**config.mk**
```make
export PLATFORM = sky130hd
export DESIGN_NAME = seq_det_param
export DESIGN_NICKNAME = d
export VERILOG_FILES = /design/src/rtl/seq_det_pkg.sv /design/src/rtl/seq_det_hist.sv /design/src/rtl/seq_det_param.sv
export SDC_FILE = /design/constraint.sdc
export NUM_CORES = 1
export LEC_CHECK = 0
export CAP_MARGIN = 20
export CORE_MARGIN = 2
export CORE_UTILIZATION = 25
export DETAILED_ROUTE_END_ITERATION = 10
export HOLD_SLACK_MARGIN = 0.02
export PLACE_DENSITY_LB_ADDON = 0.2
export SYNTH_ARGS = -nofsm -noshare
export SYNTH_HDL_FRONTEND = slang
export SYNTH_SLANG_ARGS = --single-unit
```
**constraint.sdc**
```tcl
create_clock -name clk -period 2.9 [get_ports clk]
set_input_delay 0.29 -clock clk [delete_from_list [all_inputs] [get_ports clk]]
set_output_delay 0.29 -clock clk [all_outputs]
set_load 0.05 [all_outputs]
```
**src/rtl/seq_det_pkg.sv**
```systemverilog
// Shared constants and helpers for the parametrised serial pattern detector.
package seq_det_pkg;

    localparam int         PAT_LEN_DEF = 3;
    localparam logic [2:0] RST_PAT_DEF = 3'b101;
    localparam int         CNT_W_DEF   = 8;

    // Fill counter only needs to reach n-1.
    function automatic int fill_w(input int n);
        return $clog2(n);
    endfunction

endpackage

```
**src/rtl/seq_det_hist.sv**
```systemverilog
// History shift register plus saturating fill counter for seq_det_param.
// flush clears history and fill; restart clears only fill while history keeps shifting.
module seq_det_hist
    import seq_det_pkg::*;
#(
    parameter int PAT_LEN = PAT_LEN_DEF
) (
    input  logic               clk,
    input  logic               rst,
    input  logic               shift,
    input  logic               in_bit,
    input  logic               flush,
    input  logic               restart,
    output logic [PAT_LEN-2:0] hist,
    output logic               armed
);

    localparam int            FW       = fill_w(PAT_LEN);
    localparam logic [FW-1:0] FILL_MAX = FW'(PAT_LEN - 1);

    logic [FW-1:0]      fill;
    logic [PAT_LEN-2:0] hist_nx;

    generate
        if (PAT_LEN == 2) begin : g_one_bit
            assign hist_nx = in_bit;
        end else begin : g_multi_bit
            assign hist_nx = {hist[PAT_LEN-3:0], in_bit};
        end
    endgenerate

    always_ff @(posedge clk or posedge rst) begin
        if (rst) begin
            hist <= '0;
            fill <= '0;
        end else if (flush) begin
            hist <= '0;
            fill <= '0;
        end else if (shift) begin
            hist <= hist_nx;
            if (restart)
                fill <= '0;
            else if (fill != FILL_MAX)
                fill <= fill + 1'b1;
        end
    end

    assign armed = (fill == FILL_MAX);

endmodule

```
**src/rtl/seq_det_param.sv**
```systemverilog
// Parametrised serial pattern detector with runtime-loadable pattern and Mealy match pulse.
// Optional saturating match counter is built only when SEQ_DET_CNT_EN is defined.
module seq_det_param
    import seq_det_pkg::*;
#(
    parameter int                 PAT_LEN = PAT_LEN_DEF,
    parameter logic [PAT_LEN-1:0] RST_PAT = PAT_LEN'(RST_PAT_DEF),
    parameter int                 CNT_W   = CNT_W_DEF
) (
    input  logic               clk,
    input  logic               rst,
    input  logic               in_valid,
    input  logic               in_bit,
    input  logic               overlap,
    input  logic               pat_load,
    input  logic [PAT_LEN-1:0] pat_in,
    output logic [PAT_LEN-1:0] pattern,
    output logic               armed,
    output logic               match,
    input  logic               cnt_clr,
    output logic [CNT_W-1:0]   match_cnt
);

    logic [PAT_LEN-2:0] hist;
    logic               shift;

    assign shift = in_valid & ~pat_load;
    assign match = shift & armed & ({hist, in_bit} == pattern);

    seq_det_hist #(
        .PAT_LEN (PAT_LEN)
    ) u_hist (
        .clk     (clk),
        .rst     (rst),
        .shift   (shift),
        .in_bit  (in_bit),
        .flush   (pat_load),
        .restart (match & ~overlap),
        .hist    (hist),
        .armed   (armed)
    );

    always_ff @(posedge clk or posedge rst) begin
        if (rst)
            pattern <= RST_PAT;
        else if (pat_load)
            pattern <= pat_in;
    end

`ifdef SEQ_DET_CNT_EN
    logic [CNT_W-1:0] cnt_q;

    // Clear wins over a match in the same cycle.
    always_ff @(posedge clk or posedge rst) begin
        if (rst)
            cnt_q <= '0;
        else if (cnt_clr)
            cnt_q <= '0;
        else if (match && (cnt_q != {CNT_W{1'b1}}))
            cnt_q <= cnt_q + 1'b1;
    end

    assign match_cnt = cnt_q;
`else
    logic unused_cnt_clr;

    assign unused_cnt_clr = cnt_clr;
    assign match_cnt      = '0;
`endif

endmodule

```
==> flow_summary_export.csv <==
group,metric,value,unit
status,outcome,"finished, final reports clean",
place,placed_cell_area,554,um2
critical_path,arrival,2.13,ns
cells_and_area,drive_above_1_share,0.105,
global_routing,grt_first_pass_wirelength,1300,um
global_routing,grt_overflow,0,
drt,antenna_left,0,
place,portBuffers,13,
sta,min_period,2.42,ns
floorplanning,pin_count,23,
place,gp_congestion,0.680,
sta,setup_slack,0.477,ns
power,clockPowerShare,0.303,
sta,setup-violations-final,0,
clock_tree,numCtsBuffers,3,
synth,syn-mean-instance-area,10.6,um2
floorplanning,dieArea,2090,um2
power,power-per-cell-area,521,nW/um2
power,pwr-share-seq,0.382,
drt,dr.first_iter.drc_count,0,
drt,dr.pass1.iters,1,
sta,rsz0062_at_grt,"false",
synth,syn-instance-count,41,
cells_and_area,mostFrequentLayoutCell,"clkdlybuf4s50_1",
cells_and_area,nets,69,
cells_and_area,regArea,178,um2
clock_tree,cts.sinks,7,
global_routing,grt_pass1_vias,304,
place,hpwl,628,um
flow_run,max-cap-violations,0,
floorplanning,initial_core_util,0.260,
floorplanning,coreArea,1670,um2
clock_tree,htree_levels,1,
global_routing,grt_max_degree,11,
critical_path,cp_max_fo,3,
critical_path,critPathLaunchType,"input port",
drt,wl_per_cell,10.6,um
synth,ys_seq_area_frac,0.409,
cells_and_area,antenna_cells,0,
synth,synth_area,434,um2
sta,timing.final.crit_share,0.835,
clock_tree,ctsResizeCount,0,
clock_tree,worstSkewPairLatency,0.25,ns
sta,relSlewSlack,0.666,
clock_tree,cts_tree,"built",
sta,finalHoldViolCount,0,
clock_tree,cts_hold_buf,0,
power,p_switching,0.000107,W
cells_and_area,syn_to_final_growth,33.7,%
synth,yosysWarnings,0,
sta,fin_skew,0.00308,ns
drt,vias,319,
cells_and_area,final_cell_area,581,um2
critical_path,critPathCaptureType,"output port",
sta,fin_tns_setup,0,ns
floorplanning,num_rows,15,
place,dp_slack,0.474,ns
power,intPower,0.000195,W
sta,tightest_slew,0.499,ns
power,power,0.000302,W
power,comb_power_share,0.315,
power,switching_share,0.354,
drt,viasPerCell,4.31,
cells_and_area,multi_input_area,210,um2
cells_and_area,fin_util,0.348,
clock_tree,post-cts-setup-buffers,0,
drt,wirelength,787,um
power,leakagePower,0.260,nW
clock_tree,cts_buffer_depth,2,
critical_path,worstPathRequired,2.61,ns
floorplanning,die_y,45.7,um
synth,ys_seq_elements,7,
hold_path,hold_path_class,"input port to async pin",
critical_path,path_class,"input port to output port",
cells_and_area,final_cell_mix,"clkdlybuf4s50_1 (13), conb_1 (8), dfrtp_1 (5)",
global_routing,grtUsageTotal,0.0923,
clock_tree,clk_pin_slew,0.06,ns
synth,synth.distinct_cells,18,
cells_and_area,nFillCells,184,
power,ir_worst_vdd,0.000181,V
floorplanning,die_w,45.7,um
sta,drv_slew,0,
sta,clock.fmax,413,MHz
clock_tree,cts_root_buf,"clkbuf_4",
drt,drc,0,
global_routing,antenna_found_initial,0,
## worst max-delay path, cell delays in order
cell and delay, ns:
clkdlybuf4s50_1 0.50, xnor2_1 0.12, and4_1 0.26, and3b_1 0.17
clkdlybuf4s50_1 0.79
## metrics by stage
step / hold slack [ns] / std cells
floorplan: 0.0919 / 48
global placement: 0.535 / 70
detailed placement: 0.541 / 70
CTS: 0.278 / 74
global route: 0.295 / 74
finish: 0.268 / 74
## state kept, by name, indices dropped and copies added, names as in the netlist
register and flops:
pattern 3, u_hist.hist 2, u_hist.fill 2
## cells by family (layout without fill, tap and decap cells)
kind of cell / Yosys count / count (layout) / share of synthesized area
fa+ha+maj: 1 / 1 / 0.0288
xor+xnor: 3 / 3 / 0.0605
other cells: 1 / 8 / 0.00864
simple gates: 8 / 8 / 0.127
flops: 7 / 7 / 0.409
mux: 5 / 5 / 0.124
compound gates: 5 / 5 / 0.0749
buf+inv: 11 / 20 / 0.167
## synthesized netlist by cell type, drive strengths merged
cell | n | area (um2)
a21bo | 1 | 10.0
a21oi | 2 | 10.0
and3b | 1 | 8.76
and4 | 1 | 8.76
buf | 9 | 65.1
conb | 1 | 3.75
dfrtp | 5 | 125
dfstp | 2 | 52.6
ha | 1 | 12.5
inv | 2 | 7.51
mux2 | 3 | 33.8
mux2i | 2 | 20.0
nand3b | 2 | 15.0
nor2 | 2 | 7.51
nor3b | 2 | 15.0
o22ai | 2 | 12.5
xnor2 | 3 | 26.3
## area by class of cell
class	count	share of cell area
multi-input cells	30	0.362
inverters	2	0.0129
clock buffers	4	0.0453
well taps	17	0.0366
repair buffers	14	0.237
flip-flops and latches	7	0.306
## path summary, 6_finish.rpt
check / startpoint / cells past startpoint / slack, ns / end
worst max-delay path: in_bit / 5 / 0.48 / match
max in group asynchronous: rst / 2 / 2.36 / pattern[0]
worst min-delay path: rst / 2 / 0.27 / pattern[1]
worst max register to register: u_hist.fill[0] / 5 / 1.58 / u_hist.fill[1]
min in group clk: pattern[1] / 1 / 0.55 / pattern[1]
worst min register to register: pattern[1] / 1 / 0.55 / pattern[1]
## power groups by stage
stage / registers [W] / logic [W] / clock network, W
2_1_floorplan: 0.000131 / 0.0000614 / 0
3_3_place_gp: 0.000117 / 0.0000952 / 0
3_5_place_dp: 0.000117 / 0.0000956 / 0
4_1_cts: 0.000116 / 0.0000960 / 0.0000963
5_1_grt: 0.000117 / 0.000103 / 0.000104
6_report: 0.000115 / 0.0000953 / 0.0000916
## metal layers
layer | up-vias | GRT usage | share of wire
li1 | 156 | - | -
met1 | 148 | 0.119 | 0.49
met2 | 15 | 0.118 | 0.43
met3 | 0 | 0.0278 | 0.079
met4 | 0 | 0.0882 | 0
met5 | - | 0 | 0
(Power assumes the default switching activity.)
